`src/rtl/edge_packer.sv`:
```
`default_nettype none
// +--------------------------------------------------------------------------+
// | Module   : edge_packer                                                   |
// | Purpose  : Binarises one frame of edge-filter pixels on request, packs   |
// |            8 pixels per byte (bit0 = earliest pixel), zero-pads the last |
// |            byte of each line and streams the bytes out through a        |
// |            first-word-fall-through FIFO with a ready/valid handshake.    |
// | Ports    : clk, rst (async, active-high)                                 |
// |            i_vsync/i_hsync/i_de/i_data : pixel stream in                 |
// |            i_arm        : request capture of the next full frame         |
// |            o_tdata/o_tvalid/o_tlast/i_tready : byte stream out           |
// |            o_busy       : armed or capturing                             |
// |            o_frame_done : pulse when the final frame byte enters FIFO    |
// |            o_overflow   : sticky, a byte was lost or frame cut short     |
// | Revision : 1.0 - initial release                                         |
// +--------------------------------------------------------------------------+
module edge_packer #(
  parameter int H_RES      = 172,
  parameter int V_RES      = 240,
  parameter int BIN_TH     = 128,
  parameter int FIFO_DEPTH = 16
) (
  input  logic       clk,
  input  logic       rst,
  input  logic       i_vsync,
  input  logic       i_hsync,
  input  logic       i_de,
  input  logic [7:0] i_data,
  input  logic       i_arm,
  output logic [7:0] o_tdata,
  output logic       o_tvalid,
  input  logic       i_tready,
  output logic       o_tlast,
  output logic       o_busy,
  output logic       o_frame_done,
  output logic       o_overflow
);

  localparam int PW = $clog2(H_RES + 1);
  localparam int LW = $clog2(V_RES + 1);
  localparam int AW = $clog2(FIFO_DEPTH);

  localparam logic [PW-1:0] c_H_RES  = PW'(H_RES);
  localparam logic [PW-1:0] c_H_LAST = PW'(H_RES - 1);
  localparam logic [LW-1:0] c_V_LAST = LW'(V_RES - 1);
  localparam logic [7:0]    c_TH     = 8'(BIN_TH);

  typedef enum logic [1:0] {
    S_IDLE    = 2'd0,
    S_ARMED   = 2'd1,
    S_CAPTURE = 2'd2
  } state_t;

  state_t          r_state;
  logic            r_vsync_d;
  logic            r_de_d;
  logic [PW-1:0]   r_pix;
  logic [LW-1:0]   r_line;
  logic [2:0]      r_bit;
  logic [7:0]      r_pack;
  logic            r_wr_en;
  logic            r_wr_last;
  logic [7:0]      r_wr_data;
  logic            r_frame_done;
  logic            r_overflow;
  logic [8:0]      r_mem [FIFO_DEPTH];
  logic [AW:0]     r_wp;
  logic [AW:0]     r_rp;

  logic            w_empty;
  logic            w_full;
  logic            w_rd;
  logic            w_wr_ok;
  logic            w_stop;
  logic            w_vs_rise;
  logic            w_de_fall;
  logic            w_pix_bit;
  logic            w_take;
  logic            w_last_line;
  logic [7:0]      w_byte;
  logic            w_unused_hsync;

  // Line sync carries no information the pixel-valid strobe does not.
  assign w_unused_hsync = i_hsync;

  // ---------------- FIFO status ----------------
  assign w_empty = (r_wp == r_rp);
  assign w_full  = (r_wp[AW] != r_rp[AW]) && (r_wp[AW-1:0] == r_rp[AW-1:0]);
  assign w_rd    = ~w_empty & i_tready;
  // A full FIFO still accepts a byte when the head is leaving in the same cycle.
  assign w_wr_ok = r_wr_en & (~w_full | w_rd);

  // ---------------- capture datapath ----------------
  assign w_vs_rise   = i_vsync & ~r_vsync_d;
  assign w_de_fall   = r_de_d & ~i_de;
  assign w_pix_bit   = (i_data >= c_TH);
  assign w_take      = (r_state == S_CAPTURE) && i_de && (r_pix < c_H_RES);
  assign w_last_line = (r_line == c_V_LAST);
  // Bits are placed by index so unfilled upper bits stay zero for padding.
  assign w_byte      = r_pack | ({7'd0, w_pix_bit} << r_bit);
  // The pending write ends the capture if it fails or if it is the frame's last byte.
  assign w_stop      = r_wr_en & (r_wr_last | ~w_wr_ok);

  always_ff @(posedge clk or posedge rst) begin
    if (rst) begin
      r_state      <= S_IDLE;
      r_vsync_d    <= 1'b0;
      r_de_d       <= 1'b0;
      r_pix        <= '0;
      r_line       <= '0;
      r_bit        <= 3'd0;
      r_pack       <= 8'd0;
      r_wr_en      <= 1'b0;
      r_wr_last    <= 1'b0;
      r_wr_data    <= 8'd0;
      r_frame_done <= 1'b0;
      r_overflow   <= 1'b0;
    end else begin
      r_vsync_d    <= i_vsync;
      r_de_d       <= i_de;
      r_wr_en      <= 1'b0;
      r_wr_last    <= 1'b0;
      r_frame_done <= r_wr_en & w_wr_ok & r_wr_last;

      case (r_state)
        S_IDLE: begin
          if (i_arm) begin
            r_state    <= S_ARMED;
            r_overflow <= 1'b0;
          end
        end
        S_ARMED: begin
          if (w_vs_rise) begin
            r_state <= S_CAPTURE;
            r_pix   <= '0;
            r_line  <= '0;
            r_bit   <= 3'd0;
            r_pack  <= 8'd0;
          end
        end
        S_CAPTURE: begin
          if (w_stop) begin
            r_state <= S_IDLE;
          end else if (w_vs_rise) begin
            // New frame before this one completed: flush what we have and flag it.
            if (r_bit != 3'd0) begin
              r_wr_en   <= 1'b1;
              r_wr_data <= r_pack;
            end
            r_overflow <= 1'b1;
            r_state    <= S_IDLE;
          end else if (w_take) begin
            r_pix <= r_pix + 1'b1;
            if (r_bit == 3'd7) begin
              r_wr_en   <= 1'b1;
              r_wr_data <= w_byte;
              // Only reachable when H_RES is a multiple of 8.
              r_wr_last <= w_last_line && (r_pix == c_H_LAST);
              r_pack    <= 8'd0;
              r_bit     <= 3'd0;
            end else begin
              r_pack <= w_byte;
              r_bit  <= r_bit + 3'd1;
            end
          end else if (w_de_fall && (r_pix != '0)) begin
            // End of line; the guard ignores a line already in flight at capture start.
            if (r_bit != 3'd0) begin
              r_wr_en   <= 1'b1;
              r_wr_data <= r_pack;
              r_wr_last <= w_last_line;
            end
            r_pack <= 8'd0;
            r_bit  <= 3'd0;
            r_pix  <= '0;
            r_line <= r_line + 1'b1;
          end
        end
        default: r_state <= S_IDLE;
      endcase

      if (r_wr_en && !w_wr_ok) begin
        r_overflow <= 1'b1;
      end
    end
  end

  // ---------------- FIFO storage ----------------
  always_ff @(posedge clk or posedge rst) begin
    if (rst) begin
      r_wp <= '0;
      r_rp <= '0;
    end else begin
      if (w_wr_ok) r_wp <= r_wp + 1'b1;
      if (w_rd)    r_rp <= r_rp + 1'b1;
    end
  end

  always_ff @(posedge clk) begin
    if (w_wr_ok) begin
      r_mem[r_wp[AW-1:0]] <= {r_wr_last, r_wr_data};
    end
  end

  // Head word is forced to zero when empty so outputs read 0 during and after reset.
  assign {o_tlast, o_tdata} = w_empty ? 9'd0 : r_mem[r_rp[AW-1:0]];
  assign o_tvalid           = ~w_empty;
  assign o_busy             = (r_state != S_IDLE);
  assign o_frame_done       = r_frame_done;
  assign o_overflow         = r_overflow;

endmodule
`default_nettype wire

```
`config.mk`:
```
export PLATFORM = sky130hd
export DESIGN_NAME = edge_packer
export DESIGN_NICKNAME = d
export VERILOG_FILES = /design/src/rtl/edge_packer.sv
export SDC_FILE = /design/constraint.sdc
export NUM_CORES = 1
export LEC_CHECK = 0
export CORE_MARGIN = 2
export CORE_UTILIZATION = 50
export CTS_BUF_LIST = sky130_fd_sc_hd__clkbuf_2
export CTS_CLUSTER_DIAMETER = 200
export DETAILED_ROUTE_END_ITERATION = 10
export PLACE_DENSITY = 0.67
export SETUP_SLACK_MARGIN = 0.3
export SYNTH_ARGS = -nofsm -noshare
export SYNTH_HDL_FRONTEND = slang
export SYNTH_SLANG_ARGS = --single-unit
```
`constraint.sdc`:
```
create_clock -name clk -period 5.38 [get_ports clk]
set_input_delay 1.076 -clock clk [delete_from_list [all_inputs] [get_ports clk]]
set_output_delay 1.076 -clock clk [all_outputs]
set_load 0.005 [all_outputs]
```
==> results of run 1 <==
-- routing by layer --
metal	share of wire (%)	vias up	track usage, %
li1	-	2118	-
met1	42	2388	27.77
met2	51	143	34.04
met3	4.9	23	3.754
met4	1.9	0	6.023
met5	0	-	0
-- area by class of cell --
type,count,area [sq um]
multi-input cells,286,2684
clock buffers,17,85.08
repair buffers,25,235.2
fillers,1308,7470
inverters,22,82.58
well taps,220,275.3
clock inverters,15,156.4
diodes,1,2.502
flip-flops and latches,197,5652
-- flip-flops by register name, summed over array words and instances, names as in the netlist, 2 cells and up --
signal	flops
r_pack	8
r_pix	8
r_mem	144
r_line	8
r_state	2
r_wp	5
r_wr_data	8
r_rp	5
r_bit	3
-- final timing paths --
| check | start | to | slack, ps |
|---|---|---|---|
| worst max register to register | r_rp[1] | r_mem[3][3] | 2110 |
| max in group asynchronous | rst | r_rp[0] | 3790 |
| min in group asynchronous | rst | r_pack[7] | 820 |
| worst min-delay path | r_line[0] | r_line[0] | 540 |
| worst min register to register | r_line[0] | r_line[0] | 540 |
| worst max-delay path | r_rp[0] | o_tlast | 860 |
-- kinds of logic (layout without fill, tap and decap cells) --
logic type               Yosys count  count (layout)  share of synthesized area, %
multiplexers                      61              61                         13.77
adder cells (fa/ha/maj)           14              14                         2.051
XOR/XNOR                          14              14                         1.436
flip-flops                       197             197                         66.15
buffers and inverters             46              79                         2.432
AND/OR/NAND/NOR                  124             124                         7.998
other                              0               1                             0
AO/OA/AOI/OAI                     73              73                         6.167
-- metrics by stage --
stage	power [mW]	hold slack [ps]
after floorplan	2.969	460.6
after global placement	3.387	475.2
after detailed placement	3.444	484.3
after CTS	4.149	543.7
after global routing	4.347	567.7
final	4.113	539.9
-- layout by cell type (no fill, tap or decap), drive strengths merged, types with 3 or more instances in the layout --
cell	instances
a31oi	3
nor4	8
nor2b	3
mux4	45
clkdlybuf4s50	19
nand2b	5
and2	12
a21oi	13
nor3	12
dfrtp	53
o21ai	17
a21o	7
xor2	6
ha	14
o22a	4
nand2	18
and3	17
nor2	22
buf	6
nand3	14
o41ai	3
xnor2	8
edfxtp	144
inv	32
nand4	4
mux2i	14
clkinv	4
o31ai	5
clkbuf	17
-- power breakdown --
part	switching [mW]	internal, mW
Sequential	0.221	1.84
Combinational	0.624	0.706
Clock	0.527	0.190
-- critical path, delay by kind of cell, from the launching register on --
| kind | cells | cell delay (ps) |
|---|---|---|
| mux | 2 | 1050 |
| flops | 1 | 530 |
| buf+inv | 2 | 900 |
| simple gates | 1 | 180 |
==> results.md, run 1 <==
* Rows at 47
* Min-delay worst type: reg -> reg
* Layout area overhead at 7.382%
* DR vias at ~4,700
* Largest cells by area after synthesis: edfxtp_1 (51%), dfrtp_1 (16%), mux4_2 (12%)
* Layout Nets at 578
* CTS H-Tree Depth at 4
* IO Port Bufs at 19
* RSZ-0062 raised after global routing: false
* Fmax at 221.3 MHz
* Worst-margin pin slew at ~1100 ps
* Worst-case reg-to-reg path depth at 7
* DR DRC count at 0
* GRT Util Overall at roughly a fifth
* Vias/cell at a little under 6
* Initial Utilization at between 50 and 60%
* Initial antenna violation count at 1
* Setup bufs post-CTS at 0
* Placed Instance Area at a little under 0.009 sq mm
* Synth Cell Area at roughly 0.0085 sq mm
* Cells after Synth at 529
* CP arrival at between 3000 and 4000 ps
* Clock buffer depth at 2
* Placeable Area at roughly 0.017 sq mm
* Final Hold Vio Count at 0
* Die W at about 130 um
* CP max stage delay at around 570 ps
* Worst setup margin at 862.0 ps
* WL/cell at between 20 and 25 um
* Number of CTS-inserted buffers at 17
* Synth area leader: edfxtp_1
* VDD IR max at roughly 190 uV
* Seq/Total Area, Yosys at between 60% and 70%
* CP dominant cell by count: mux4_2
* Worst Setup End Kind: output port
* Synthesized area per cell at ~16 sq um
* Crit-path slowest cell: mux4_2
* Setup TNS at 0 ps
* Setup Crit Path Kind: reg -> out
* Crit Path Max Fanout at 22
* DP Wirelength at 11,110 um
* Normalized max-slew margin at about a quarter
* Die height at 134.7 um
* Leakage at roughly 3.4 nW
* Routability Congestion at between 0.8 and 0.9
* Minimum clock period at ~4500 ps
* Die footprint at about 0.018 sq mm
* Layout cell share with drive strength beyond 1 at 16.90%
* Finished Core Util at between 50% and 60%
* TritonCTS clock tree: built
* Grt ovf at 0
* Synth Register Bits at a little under 200
* DRT Pass-1 Iters at 5
* Ys async rst share at 26.90%
* Post-cts hold buffer count at 0
* Crit path required time at roughly 4300 ps
* Vias in the first global route at about 4,700
* Finished Cell Area at 0.009173 sq mm
* First DRT Iteration DRCs at just over 500
* Final setup viols at 0
* Clk pin slew, worst setup/hold paths at ~260 ps
* Clock sinks at a little under 200
* Final ANT Viol Nets at 0
* Fin crit share at a little over four fifths
* Startpoint types: register
* Max-Cap Viols at 0
* Largest net degree at the start of global routing at 54
* Post-placement setup slack at 1641 ps
* Global-route wire length before repair at ~27,000 um
* Synth Flop Type: edfxtp_1
* Ports at 28
* WL final at around 17,000 um
* Slew Viols, Final at 0
* Cell count after placement at 750
* Pwr dens at roughly 450 mW/mm^2
* Status: finished, final reports clean
* Yosys top cell area share at between 50 and 60%
* Most frequent cell after synthesis: edfxtp_1
* Clock Tree Root: clkbuf_2
* Crit-path cells: buf_4, mux4_2, mux4_2, and2_1, clkdlybuf4s50_1
* Worst Clk Skew at about 58 ps
* Net Count, Synth at roughly 560
* Yosys warns at 0
* Hold Path Depth at 1
* Commonest cells in the netlist: edfxtp_1 (144), dfrtp_1 (53), mux4_2 (45)
* Post_cts resized at 0
* Number of synthesized flops with an enable pin at 144
* Unique masters post-synth at 61
* Later-pin clock latency in the skew report at roughly 790 ps
* Final non-filler cell total at a little under 800
Note: power is estimated with default switching activity, not from simulation.
==> run 2: changes to the inputs <==
PLACE_DENSITY = 0.7   (was 0.67)
clock period = 4 ns   (was 5.38 ns; I/O delays follow)
==> run 2 against run 1 <==
  * Clock-buffer cell count grew 2
  * Worst setup slack worse by 580 ps
  * Critical path depth rose by 2
  * Combinational power rose by 67%
  * Hold slack worse by 160 ps
  * Final cell count grew 3.1%
  * Highest routed layer unchanged
  * Critical endpoint is now o_tdata[6]
  * Cell area is 4.4% higher
==> results.md, run 2 (synthesis gave the netlist of run 1 again) <==
* Status: finished, final reports clean
* Number of flip-flops in the largest register at 144 (unchanged)
* Most common cell after layout, fill and taps aside: edfxtp_1
* Minimum clock period at 3718 ps
* Clock Tree Root: clkbuf_2
* Placed Instance Area at 0.008961 sq mm (+0.36%)
* Placeable Area at 0.01664 sq mm (unchanged)
* Layout Nets at 602 (+4.2%)
* Rows at 47 (unchanged)
* Min-delay worst type: in -> async
* Die footprint at 0.01815 sq mm (unchanged)
* Setup Crit Path Kind: reg -> out
* Startpoint types: register
* Routability Congestion at 0.8965 (+8.4%)
* Fmax at ~270 MHz
* Design Power at 6.051 mW (+47%)
* Global-route wire length before repair at 27,570 um (+2.0%)
* Layout area overhead at 12.07%
* Leakage at 3.586 nW (+6.8%)
* Fin crit share at 92.95%
* CP arrival at 2920 ps (-520 ps)
* DR vias at 4,849 (+3.8%)
* Setup TNS at 0 ps (unchanged)
* Worst-margin pin slew at 770.5 ps (-330.6 ps)
* WL/cell at 22.27 um (+0.70%)
* CTS H-Tree Depth at 4 (unchanged)
* Clk pin slew, worst setup/hold paths at 300 ps (+40 ps)
* Finished Cell Area at 0.009573 sq mm (+4.4%)
* Number of CTS-inserted buffers at 17 (unchanged)
* Clock buffer depth at 2 (unchanged)
* Worst Clk Skew at 54.11 ps (-4.099 ps)
* WL final at 17,970 um (+3.8%)
* Crit path required time at 3200 ps (-1100 ps)
* Post-placement setup slack at 807.5 ps (-833.1 ps)
* Die W at 134.7 um (unchanged)
* GRT Util Overall at 20.73% (+0.31 points)
* Critical Path Start: r_rp[0]
* First DRT Iteration DRCs at 445 (-13%)
* TritonCTS clock tree: built
* Area of the multi-input gates at 0.002696 sq mm (+0.47%)
* Largest net degree at the start of global routing at 41 (-24%)
* Filler cells at 1,272 (-2.8%)
* Layout cell share with drive strength beyond 1 at 22.35% (+5.5 points)
* Grt ovf at 0 (unchanged)
* DR DRC count at 0 (unchanged)
* Ports at 28 (unchanged)
* Clock sinks at 197 (unchanged)
* R2r endpoint: r_mem[15][1]
* Worst-case reg-to-reg path depth at 7 (unchanged)
* Final ANT Viol Nets at 0 (unchanged)
* Vias/cell at 6.009 (+0.70%)
* Worst Setup End Kind: output port
* VDD IR max at 265.5 uV (+39%)
* Max-Cap Viols at 0 (unchanged)
* Final setup viols at 0 (unchanged)
* Crit Path Max Fanout at 5 (-77%)
* Worst setup margin at 282.2 ps (-579.8 ps)
* Normalized max-slew margin at 48.41% (+22 points)
* RSZ-0062 raised after global routing: true
* DRT Pass-1 Iters at 4 (-1)
* DP Wirelength at 10,820 um (-2.6%)
* IO Port Bufs at 19 (unchanged)
* Most frequent cells in the layout: edfxtp_1 (144), dfrtp_1 (52), mux4_2 (45)
* CP endpoint: o_tdata[6]
* Pwr dens at 632.1 mW/mm^2 (+41%)
* Vias in the first global route at 4,895 (+3.2%)
* Initial antenna violation count at 1 (unchanged)
* WHS at 384.3 ps (-155.6 ps)
* R2r startpoint: r_rp[0]
* R2R setup slack at 1250 ps (-860 ps)
* Register area at 0.005652 sq mm (unchanged)
* Later-pin clock latency in the skew report at 810 ps (+20 ps)
* Final Hold Vio Count at 0 (unchanged)
* Slew Viols, Final at 0 (unchanged)
* Initial Utilization at 51.33% (unchanged)
* Die height at 134.7 um (unchanged)
## run 2: worst max-delay path, stage by stage (launching register included)
cell     delay, ps
dfrtp_2        500
buf_6          160
buf_16         120
buf_6           90
mux4_2         510
mux4_2         480
and2_1         150
buf_2          120
## run 2: cell type report
type | instances | area share (%)
antenna | 1 | 0.02614
clock buffer | 19 | 0.9933
clock inverter | 13 | 1.961
inverter | 22 | 0.8626
multi-input combinational | 286 | 28.17
sequential | 197 | 59.04
tap | 220 | 2.875
timing repair buffer | 49 | 6.078
## run 2: worst min-delay path by stage
| stage | end | slack, ps | cells past startpoint | start |
|---|---|---|---|---|
| 4_1_cts | r_bit[1] | 370 | 2 | rst |
| 2_1_floorplan | r_pack[3] | 460 | 1 | r_pack[3] |
| 5_1_grt | r_pack[6] | 380 | 2 | rst |
| 6_report | r_bit[1] | 380 | 2 | rst |
| 3_3_place_gp | r_pack[1] | 470 | 1 | r_pack[1] |
| 3_5_place_dp | r_pack[2] | 480 | 1 | r_pack[2] |
## run 2: routing by layer
metal	up-vias	global-route usage [%]	share of wire [%]
met5	-	0	0
met4	0	5.789	1.5
met3	24	4.429	4.9
met2	176	35.48	52
met1	2487	27.04	42
li1	2162	-	-
## run 2: what timing repair did
| action | CTS | global route |
|---|---|---|
| resized for setup | 53 | 1 |
| pin swaps | 7 | 1 |
| hold endpoints to repair | 0 | 0 |
| buffers inserted | 15 | 3 |
| hold buffers | 0 | 0 |
| endpoints found under the setup margin | 10 | 10 |
| cloned | 4 | 1 |
## run 2: stage by stage
| stage | instances | util [%] |
|---|---|---|
| floorplan | 529 | - |
| global placement | 751 | 53.85 |
| detailed placement | 751 | 53.85 |
| CTS | 802 | 57.25 |
| global route | 807 | 57.52 |
| finish | 807 | 57.52 |
## run 2: power by group
part | switching [mW] | internal [mW]
Sequential | 0.270 | 2.48
Clock | 0.698 | 0.381
Combinational | 0.996 | 1.23
==> RTL edit 1, RTL diff (flow settings as in run 1) <==
Set the parameter `FIFO_DEPTH` to 8 (it was 16).
--- a/src/rtl/edge_packer.sv
+++ b/src/rtl/edge_packer.sv
@@ -20,3 +20,3 @@
   parameter int BIN_TH     = 128,
-  parameter int FIFO_DEPTH = 16
+  parameter int FIFO_DEPTH = 8
 ) (
Check against the original RTL: no difference found for any inputs over 10 cycles, from zero or initial values and one cycle with rst high; that may be too few to reach the edited logic, so the function may still have changed.
==> RTL edit 1 against run 1 <==
Clock skew is 0.037 ns lower. Synthesized area is 34% lower. Critical path depth stayed put. Design area is 32% lower. Routed wire length is 37% lower. Sequential cell count is 74 lower. Total power is 38% lower. Global-route usage is 1.3 points lower. Setup slack better by 0.45 ns. First-iteration DRC count is 57% lower. Largest cell class unchanged. Highest routed layer unchanged.
==> RTL edit 1: results (changes against run 1) <==
status complete, no violations; Routed WL per cell 18.87 um (-15%); dpl cell area 5981 um^2 (-33%); DR WL met2 5606 um (-37%); Pint 1.717 mW (-37%); initial antenna violation count 0 (-1); critical path's largest stage delay 0.80 ns (+0.23 ns); FFs w/ async S/R, synth 0.4146 (+0.1456); met1 WL 4892 um (-33%); detailed placement HPWL 7047 um (-37%); Mean Syn Cell Area 13.91 um^2 (-14%); crit path DAT 2.99 ns (-0.45 ns); M1 GR Usage 0.2473 (-0.03036); pin count of the biggest net entering global routing 52 (-3.7%); number of DRC markers in iteration 0 219 (-57%); HP Start r_line[7]$_DFFE_PP0P_; R2R cell count 6 (-1); Pwr Density 409.8 nW/um^2 (-8.6%); crit path to o_tdata[5]; layout cells sized above 1 0.1719 (+0.002907); worst skew pair latency 0.64 ns (-0.15 ns); clock transition at the registers of the reported paths 0.17 ns (-0.09 ns); diode count 0 (-1); Synth area leaders edfxtp_1 38%, dfrtp_1 23%, mux4_2 7.2%, ha_1 2.7%, mux2_2 2.0%; number of flip-flops in the largest register 72 (-50%); combinational power 747 uW (-44%); Synth cell types 58 (-4.9%); gr usage total 0.1916 (-0.01254); Worst Tran Pin Value 1.102 ns (+0.0008520 ns); P_seq 1.17 mW (-43%)
[RTL edit 1: kinds of logic (layout without fill, tap and decap cells)]
kind of cell | Yosys count | count (layout) | share of synthesized area
flip-flops | 123 | 123 | 0.6072
XOR/XNOR | 11 | 11 | 0.01701
adder cells (fa/ha/maj) | 12 | 12 | 0.02651
AND/OR/NAND/NOR | 122 | 122 | 0.1171
multiplexers | 38 | 38 | 0.1091
buffers and inverters | 37 | 72 | 0.03071
AO/OA/AOI/OAI | 64 | 64 | 0.09236
[RTL edit 1: final cells by class]
| class | instances | share of cell area |
|---|---|---|
| Timing Repair Buffer | 23 | 0.03523 |
| Sequential cell | 123 | 0.5500 |
| Inverter | 17 | 0.01021 |
| Multi-Input combinational cell | 247 | 0.3333 |
| Tap cell | 140 | 0.02802 |
| Clock buffer | 19 | 0.01521 |
| Clock inverter | 13 | 0.02802 |
[RTL edit 1: critical path: cells and delay by family, from the launching register on]
family	cells	cell delay, ns
mux	2	0.68
simple gates	1	0.07
buf+inv	2	0.81
flops	1	0.80
==> RTL edit 2, RTL diff (flow settings as in run 1) <==
Made on the original files. Make the reset (`rst`) synchronous in 2 clocked blocks. Comments in the files are not updated.
--- a/src/rtl/edge_packer.sv
+++ b/src/rtl/edge_packer.sv
@@ -103,3 +103,3 @@
 
-  always_ff @(posedge clk or posedge rst) begin
+  always_ff @(posedge clk) begin
     if (rst) begin
@@ -187,3 +187,3 @@
   // ---------------- FIFO storage ----------------
-  always_ff @(posedge clk or posedge rst) begin
+  always_ff @(posedge clk) begin
     if (rst) begin
Formal check against the unedited RTL: differs if rst is asserted again (counterexample within 4 cycles, from zero or initial values and one cycle with rst high); with rst held inactive, the same outputs for 10 cycles.
==> RTL edit 2 against run 1 <==
Setup slack lost 0.22 ns. Sequential cell count is 4 higher. Worst hold slack got worse by 0.047 ns. Cell count grew 16%. Clock skew up 0.029 ns. Synthesized area grew 3.7%. Via count up 17%. Non-clock buffer count grew 3. Routed wire length rose by 6.9%. Die area up 3.6%. Fmax down 4.7%. Design area is 5.0% higher. Critical path type unchanged.
Power is not compared: it rests on default switching activity, and its combinational part moved more than twofold at a synthesized area within 25%.
==> RTL edit 2: results (changes against run 1) <==
status complete, no violations; DR WL met2 8677 um (-1.9%); r2r startpoint r_wp[2]$_SDFFE_PP0P_; gr usage total 0.2046 (+0.0004917); hold slack 0.4928 ns (-0.04710 ns); Synth area leaders edfxtp_1 49%, dfxtp_1 13%, mux4_2 11%, mux2i_1 2.1%, ha_1 2.0%; routability cong. 0.8309 (+0.51%); Post-Syn Instances 599 (+13%); hold path endpoint r_pack[7]$_SDFFE_PP0P_; met1 WL 8289 um (+14%); synth cell count leaders 144 x edfxtp_1, 57 x dfxtp_1, 45 x mux4_2; vias in the first global route 5,415 (+14%); FFs w/ async S/R, synth 0 (-0.2690); CTS Buf Count 50 (+33); skew final 0.08752 ns (+0.02931 ns); R2R cell count 5 (-2); HP Start r_pack[7]$_SDFFE_PP0P_; Synth cell types 66 (+8.2%); first-pass GRT wire length 28,800 um (+6.5%); setup slack, reg-to-reg 2.34 ns (+0.23 ns); Layout Nets 670 (+16%); CTS max path bufs 3 (+1); FF-to-FF End r_mem[14][7]$_DFFE_PP_; sequential element share of the synthesized area 0.6168 (-0.04472); vias post-DR 5,462 (+17%); hold path depth 2 (+1); relative slew slack 0.1776 (-0.08721)
## RTL edit 2: per-stage QoR
step | power, mW | setup slack (ns) | utilization
2_1_floorplan | 1.727 | 2.445 | -
3_3_place_gp | 1.743 | 1.485 | 0.5306
3_5_place_dp | 1.745 | 1.457 | 0.5306
4_1_cts | 2.718 | 0.5470 | 0.5566
5_1_grt | 2.796 | 0.4425 | 0.5567
6_report | 2.691 | 0.6381 | 0.5567
## RTL edit 2: final cells by class
| class | instances | area (um^2) |
|---|---|---|
| clock inverter | 14 | 63.81 |
| tap | 225 | 281.5 |
| fill | 1403 | 7667 |
| timing repair buffer | 28 | 270.3 |
| sequential | 201 | 5466 |
| antenna | 1 | 2.502 |
| multi-input combinational | 344 | 3099 |
| inverter | 16 | 60.06 |
| clock buffer | 77 | 385.4 |
## RTL edit 2: critical path, cell delays in order (launching register included)
cell and delay (ns):
dfxtp_1 1.01, buf_4 0.36, mux4_2 0.34, mux4_2 0.49, nor2b_1 0.15, clkdlybuf4s50_1 0.49
## RTL edit 2: how the worst max path moves through the flow
stage          startpoint         end  slack, ns  cells after the start
2_1_floorplan        flop  o_tdata[0]       2.45                      5
3_3_place_gp         flop  o_tdata[7]       1.49                      5
3_5_place_dp         flop  o_tdata[7]       1.46                      5
4_1_cts              flop  o_tdata[7]       0.55                      5
5_1_grt              flop  o_tdata[7]       0.44                      5
6_report             flop  o_tdata[7]       0.64                      5
## RTL edit 2: cells by family (layout without fill, tap and decap cells)
family          after synthesis  after routing  share of synthesized area
simple gates                148            148                    0.09079
compound gates              100            100                    0.08402
xor+xnor                     14             14                    0.01384
mux                          68             68                     0.1409
flops                       201            201                     0.6168
other cells                   0              1                          0
fa+ha+maj                    14             14                    0.01977
buf+inv                      54            135                    0.03389
## RTL edit 2: power by group through the flow
stage	logic (mW)	clock network, mW	registers, mW
finish	0.0727	0.980	1.64
global route	0.0788	1.08	1.64
CTS	0.0718	1.01	1.64
detailed placement	0.0714	0	1.67
global placement	0.0699	0	1.67
floorplan	0.0535	0	1.67
## RTL edit 2: per-layer routing
| layer | track usage | vias to the layer above |
|---|---|---|
| met5 | 0 | - |
| met4 | 0.07102 | 0 |
| met3 | 0.04593 | 37 |
| met2 | 0.3173 | 194 |
| met1 | 0.2870 | 2751 |
| li1 | - | 2480 |
